==> src/rtl/seg_pkg.sv <==
// Shared types and constants for the 7-segment scan controller.
package seg_pkg;

    localparam int SEG_W = 7;

    typedef enum logic {
        BLANK,
        SHOW
    } scan_state_e;

    // Active-high {a,b,c,d,e,f,g} patterns for hex digits 0..F.
    localparam logic [SEG_W-1:0] SEG_HEX [16] = '{
        7'h7E, 7'h30, 7'h6D, 7'h79, 7'h33, 7'h5B, 7'h5F, 7'h70,
        7'h7F, 7'h7B, 7'h77, 7'h1F, 7'h4E, 7'h3D, 7'h4F, 7'h47
    };

endpackage

==> src/rtl/seg_scan_ctrl_if.sv <==
// Producer-side and display-side signals of the scan controller.
interface seg_scan_ctrl_if #(
    parameter int NUM_DIGITS = 4
);
    import seg_pkg::*;

    logic                    en;
    logic                    load;
    logic [4*NUM_DIGITS-1:0] digits_in;
    logic [NUM_DIGITS-1:0]   dp_in;
    logic [SEG_W-1:0]        seg_out;
    logic                    dp_out;
    logic [NUM_DIGITS-1:0]   digit_sel;
    logic                    frame_done;

    modport master (
        output en, load, digits_in, dp_in,
        input  seg_out, dp_out, digit_sel, frame_done
    );

    modport slave (
        input  en, load, digits_in, dp_in,
        output seg_out, dp_out, digit_sel, frame_done
    );

endinterface

==> src/rtl/seg_scan_ctrl_decode.sv <==
// Combinational hex nibble to 7-segment pattern lookup.
module hex7seg_decode
    import seg_pkg::*;
(
    input  logic [3:0]       hex_i,
    output logic [SEG_W-1:0] seg_o
);

    assign seg_o = SEG_HEX[hex_i];

endmodule

==> src/rtl/seg_scan_ctrl.sv <==
// Multiplexed 7-segment scan controller with blank gaps and frame-synchronous double buffering.
// Optional: define SEG_SCAN_LEADING_ZERO_BLANK_EN to dark leading-zero digits.
module seg_scan_ctrl
    import seg_pkg::*;
#(
    parameter int NUM_DIGITS   = 4,
    parameter int REFRESH_DIV  = 1000,
    parameter int BLANK_CYCLES = 4
) (
    input  logic            clk,
    input  logic            rst,
    seg_scan_ctrl_if.slave  bus
);

    localparam int MAXC = (REFRESH_DIV > BLANK_CYCLES) ? REFRESH_DIV : BLANK_CYCLES;
    localparam int CW   = $clog2(MAXC + 1);
    localparam int IW   = $clog2(NUM_DIGITS);
    localparam int DW   = 4 * NUM_DIGITS;

    scan_state_e           state_q, state_d;
    logic [IW-1:0]         idx_q, idx_d;
    logic [CW-1:0]         cnt_q, cnt_d;
    logic [DW-1:0]         shadow_q, shadow_d, active_q, active_d;
    logic [NUM_DIGITS-1:0] shadow_dp_q, shadow_dp_d, active_dp_q, active_dp_d;
    logic                  en_q;
    logic [SEG_W-1:0]      seg_q, seg_d;
    logic                  dp_q, dp_d;
    logic [NUM_DIGITS-1:0] sel_q, sel_d;
    logic                  fd_q, fd_d;
    logic                  blank_end, boundary, swap;
    logic [3:0]            nib;
    logic [SEG_W-1:0]      dec_seg;

    assign blank_end = (state_q == BLANK) && (cnt_q == CW'(BLANK_CYCLES - 1));
    assign boundary  = blank_end && (idx_q == IW'(NUM_DIGITS - 1));
    // Reload on a frame boundary or on the first enabled edge after a pause.
    assign swap      = bus.en && (!en_q || boundary);

    always_comb begin
        state_d     = state_q;
        idx_d       = idx_q;
        cnt_d       = cnt_q + CW'(1);
        fd_d        = 1'b0;
        shadow_d    = bus.load ? bus.digits_in : shadow_q;
        shadow_dp_d = bus.load ? bus.dp_in : shadow_dp_q;
        active_d    = active_q;
        active_dp_d = active_dp_q;
        if (swap) begin
            active_d    = bus.load ? bus.digits_in : shadow_q;
            active_dp_d = bus.load ? bus.dp_in : shadow_dp_q;
        end
        if (!bus.en) begin
            state_d = BLANK;
            idx_d   = '0;
            cnt_d   = '0;
        end else begin
            unique case (state_q)
                BLANK: if (blank_end) begin
                    state_d = SHOW;
                    cnt_d   = '0;
                    fd_d    = boundary;
                end
                SHOW: if (cnt_q == CW'(REFRESH_DIV - 1)) begin
                    state_d = BLANK;
                    cnt_d   = '0;
                    idx_d   = (idx_q == IW'(NUM_DIGITS - 1)) ? '0 : idx_q + IW'(1);
                end
            endcase
        end
    end

    always_comb begin
        nib = '0;
        for (int unsigned i = 0; i < NUM_DIGITS; i++) begin
            if (idx_d == IW'(i)) nib = active_d[4*i +: 4];
        end
    end

    hex7seg_decode u_dec (
        .hex_i (nib),
        .seg_o (dec_seg)
    );

`ifdef SEG_SCAN_LEADING_ZERO_BLANK_EN
    logic [NUM_DIGITS-1:0] lz_blank;
    logic                  lz_zero;

    // Walk down from the top digit; digit 0 is never examined.
    always_comb begin
        lz_blank = '0;
        lz_zero  = 1'b1;
        for (int unsigned i = NUM_DIGITS - 1; i >= 1; i--) begin
            lz_zero     = lz_zero && (active_d[4*i +: 4] == 4'h0);
            lz_blank[i] = lz_zero && !active_dp_d[i];
        end
    end
`endif

    always_comb begin
        sel_d = '0;
        seg_d = '0;
        dp_d  = 1'b0;
        if (state_d == SHOW) begin
            sel_d[idx_d] = 1'b1;
            dp_d         = active_dp_d[idx_d];
`ifdef SEG_SCAN_LEADING_ZERO_BLANK_EN
            seg_d        = lz_blank[idx_d] ? '0 : dec_seg;
`else
            seg_d        = dec_seg;
`endif
        end
    end

    always_ff @(posedge clk) begin
        if (rst) begin
            state_q     <= BLANK;
            idx_q       <= '0;
            cnt_q       <= '0;
            shadow_q    <= '0;
            shadow_dp_q <= '0;
            active_q    <= '0;
            active_dp_q <= '0;
            en_q        <= 1'b0;
            seg_q       <= '0;
            dp_q        <= 1'b0;
            sel_q       <= '0;
            fd_q        <= 1'b0;
        end else begin
            state_q     <= state_d;
            idx_q       <= idx_d;
            cnt_q       <= cnt_d;
            shadow_q    <= shadow_d;
            shadow_dp_q <= shadow_dp_d;
            active_q    <= active_d;
            active_dp_q <= active_dp_d;
            en_q        <= bus.en;
            seg_q       <= seg_d;
            dp_q        <= dp_d;
            sel_q       <= sel_d;
            fd_q        <= fd_d;
        end
    end

    assign bus.seg_out    = seg_q;
    assign bus.dp_out     = dp_q;
    assign bus.digit_sel  = sel_q;
    assign bus.frame_done = fd_q;

endmodule

==> src/flat_wrapper.sv <==
// flat-port wrapper written by rule: the top's interface ports become plain ports
module seg_scan_ctrl_flat import seg_pkg::*;
#(
    parameter int NUM_DIGITS   = 4,
    parameter int REFRESH_DIV  = 1000,
    parameter int BLANK_CYCLES = 4
)
  (clk, rst, bus_en, bus_load, bus_digits_in, bus_dp_in, bus_seg_out, bus_dp_out, bus_digit_sel, bus_frame_done);
  seg_scan_ctrl_if #(.NUM_DIGITS(NUM_DIGITS)) bus_i ();
  input  logic clk;
  input  logic rst;
  input wire logic [$bits(bus_i.en)-1:0] bus_en;
  input wire logic [$bits(bus_i.load)-1:0] bus_load;
  input wire logic [$bits(bus_i.digits_in)-1:0] bus_digits_in;
  input wire logic [$bits(bus_i.dp_in)-1:0] bus_dp_in;
  output wire logic [$bits(bus_i.seg_out)-1:0] bus_seg_out;
  output wire logic [$bits(bus_i.dp_out)-1:0] bus_dp_out;
  output wire logic [$bits(bus_i.digit_sel)-1:0] bus_digit_sel;
  output wire logic [$bits(bus_i.frame_done)-1:0] bus_frame_done;
  assign bus_i.en = bus_en;
  assign bus_i.load = bus_load;
  assign bus_i.digits_in = bus_digits_in;
  assign bus_i.dp_in = bus_dp_in;
  assign bus_seg_out = bus_i.seg_out;
  assign bus_dp_out = bus_i.dp_out;
  assign bus_digit_sel = bus_i.digit_sel;
  assign bus_frame_done = bus_i.frame_done;
  seg_scan_ctrl #(.NUM_DIGITS(NUM_DIGITS), .REFRESH_DIV(REFRESH_DIV), .BLANK_CYCLES(BLANK_CYCLES)) u_core (.clk(clk), .rst(rst), .bus(bus_i));
endmodule
==> config.mk <==
export PLATFORM = sky130hd
export DESIGN_NAME = seg_scan_ctrl_flat
export DESIGN_NICKNAME = d
export VERILOG_FILES = /design/src/rtl/seg_pkg.sv /design/src/rtl/seg_scan_ctrl_if.sv /design/src/rtl/seg_scan_ctrl_decode.sv /design/src/rtl/seg_scan_ctrl.sv /design/src/flat_wrapper.sv
export SDC_FILE = /design/constraint.sdc
export NUM_CORES = 1
export LEC_CHECK = 0
export CAP_MARGIN = 5
export CORE_ASPECT_RATIO = 0.9
export CORE_MARGIN = 2
export CORE_UTILIZATION = 49
export DETAILED_ROUTE_END_ITERATION = 10
export HOLD_SLACK_MARGIN = 0.05
export PLACE_DENSITY = 0.72
export SLEW_MARGIN = 20
export SYNTH_ARGS = -nofsm -noshare
export SYNTH_HDL_FRONTEND = slang
export SYNTH_HIERARCHICAL = 1
export SYNTH_SLANG_ARGS = --single-unit
==> constraint.sdc <==
create_clock -name clk -period 5.4 [get_ports clk]
set_clock_uncertainty 0.05 [all_clocks]
set_input_delay 1.08 -clock clk [delete_from_list [all_inputs] [get_ports clk]]
set_output_delay 1.08 -clock clk [all_outputs]
set_load 0.03 [all_outputs]
==> out/qor.yml <==
status: "complete, no violations"
rows: 26
critPathRequiredTime_ns: 5.58
die-area_sq_mm: 0.00660
via_per_inst: 5.06
cts_hold_buf: 0
crit_arrival_ns: 4.07
syn2layout_area_growth_pct: 18.7
htreeDepth: 3
grt_max_degree: 44
drtIter0Drc: 100
hpwl_mm: 3.55
crit_type: "in -> reg"
n_antenna_cell: 0
syn_inst: 280
pin_count: 37
min_period_ns: 3.89
grt_pass1_wl_mm: 8.74
synth_area_leaders: "dfxtp_1 (46%), mux2_2 (11%), mux2i_1 (11%), nor2b_1 (5.1%), nor2_1 (5.0%)"
avgSynthCellArea_sq_um: 10.4
wl_mm: 5.04
max_stage_delay_ns: 0.89
cts.reportedPaths.clkPinSlew_ns: 0.06
leakage_nw: 1.46
hold_path.class: "reg -> reg"
ys_seq_area_share_pct: 45.9
synthArstFlopShare_pct: 0
end_kind: "flop"
slew_viol_final: 0
startpoint_type: "input pin"
synth_fp_nets: 313
tns_ns: 0
worstPathCellList: "clkdlybuf4s50_1 -> mux2_2 -> mux2i_1 -> mux2i_1 -> mux2_2 -> inv_1 -> ha_1 -> inv_1 -> mux4_2 -> and2_1"
crit_slowest_cell: "clkdlybuf4s50_1"
port_buffers: 36
layout_common_cells: "dfxtp_1 (67), nor2_1 (39), clkdlybuf4s50_1 (36)"
powerDensity_mw_per_mm2: 285
synth.distinct_cells: 38
drv_cap: 0
crit_fanout: 14
ys_ff_latch: 67
synth_top_area_cell: "dfxtp_1"
cts_sinks: 67
antenna_found_initial: 0
ant_nets: 0
grt_setup_unrepaired: "false"
ys.flop_type: "dfxtp_1"
cts-resized-gates: 0
cts-root-buf: "clkbuf_8"
setup_viol: 0
cts_max_path_buffers: 2
worst-slew-pin-transition_ns: 0.658
insertion_delay_ns: 0.34
grt_pass1_vias: 1915
syn_area_sq_mm: 0.00292
period_share_pct: 72.0
holdWs_ns: 0.416
synth_top_area_share_pct: 45.9
post-route-drc-count: 0
nNetsFinal: 349
final_common_cell: "dfxtp_1"
post-place-ws_ns: 1.15
wl_per_cell_microns: 12.9
synth_edf_count: 0
place.gp.congestion: 0.810
initial_core_util_pct: 51.0
cts_tree: "yes"
synth_warnings: 6
grt-ovfl-total: 0
die_w_microns: 85.4
setup_ws_ns: 1.51
relSlewSlack_pct: 56.0
first_pass_iters: 4
ir_worst_vdd_mv: 0.160
fmax_mhz: 257
vias: 1969
hold_violations: 0
postCtsSetupBuffers: 0
cts_buffers: 9
final_layout_size_suffix_gt1_share_pct: 16.3
core_sq_mm: 0.00573
die_h_microns: 77.3
grt_use_total_pct: 17.3
[logic make-up after synthesis]
group	count (synthesis)	share of synthesized area [%]
XOR/XNOR	8	2.40
AO/OA/AOI/OAI	10	2.61
buffers and inverters	23	4.50
AND/OR/NAND/NOR	103	18.5
multiplexers	60	22.2
adder cells (fa/ha/maj)	9	3.85
flip-flops	67	45.9
[flip-flops by register name (all words and copies together) (netlist names)]
name and count:
u_core/active_dp_q 4, u_core/active_q 16, u_core/bus.digit_sel 4, u_core/bus.dp_out 1
u_core/bus.frame_done 1, u_core/bus.seg_out 7, u_core/cnt_q 10, u_core/en_q 1
u_core/idx_q 2, u_core/shadow_dp_q 4, u_core/shadow_q 16, u_core/state_q 1
[metal layers]
layer | part of all wire [%] | track usage (%) | wire [microns]
met1 | 45 | 20.7 | 2290
met2 | 48 | 27.3 | 2410
met3 | 4.9 | 7.53 | 246
met4 | 1.9 | 6.98 | 94
met5 | 0 | 0 | 0
[layout make-up]
cell class	instances	area, sq um
fill	503	2260
multi-input combinational	190	1450
sequential	67	1340
timing repair buffer	40	390
clock buffer	12	155
tap	70	87.6
inverter	8	32.5
clock inverter	2	12.5
[worst paths after layout]
kind,from,endpoint,slack (ns),cells after the start
setup / recovery,bus_load,u_core/bus.seg_out[3],1.51,10
hold / removal,u_core/cnt_q[0],u_core/cnt_q[0],0.42,1
setup reg to reg,u_core/cnt_q[0],u_core/bus.seg_out[3],2.08,11
hold reg to reg,u_core/cnt_q[0],u_core/cnt_q[0],0.42,1
[critical path, delay by kind of cell]
kind / cells / cell delay, ns
adders and majority gates: 1 / 0.27
buffers and inverters: 3 / 1.10
muxes: 5 / 1.46
and+or+nand+nor: 1 / 0.15
[stage by stage]
step / area [sq um] / utilization [%] / std cells / power [mW]
after global placement: 3300 / 57.6 / 375 / 0.640
after detailed placement: 3300 / 57.6 / 375 / 0.643
after global routing: 3470 / 60.6 / 389 / 1.04
final: 3470 / 60.6 / 389 / 0.988
after CTS: 3470 / 60.6 / 389 / 1.00
after floorplan: 2920 / - / 280 / 0.611
[synthesized netlist by cell type (3+ instances only)]
cell type,instances
dfxtp_1,67
inv_1,7
buf_4,3
xor2_1,5
clkbuf_1,9
xnor2_1,3
nand3_1,7
mux2_2,28
and2_1,7
ha_1,9
nand2b_1,3
nor2b_1,24
nand2_1,9
and3_1,3
mux2i_1,31
nor2_1,39
[where the power goes]
group	internal [mW]	switching [mW]
clock network	0.186	0.171
logic	0.0610	0.0529
registers	0.512	0.00468
No activity file was read; power rests on OpenSTA's default activity.
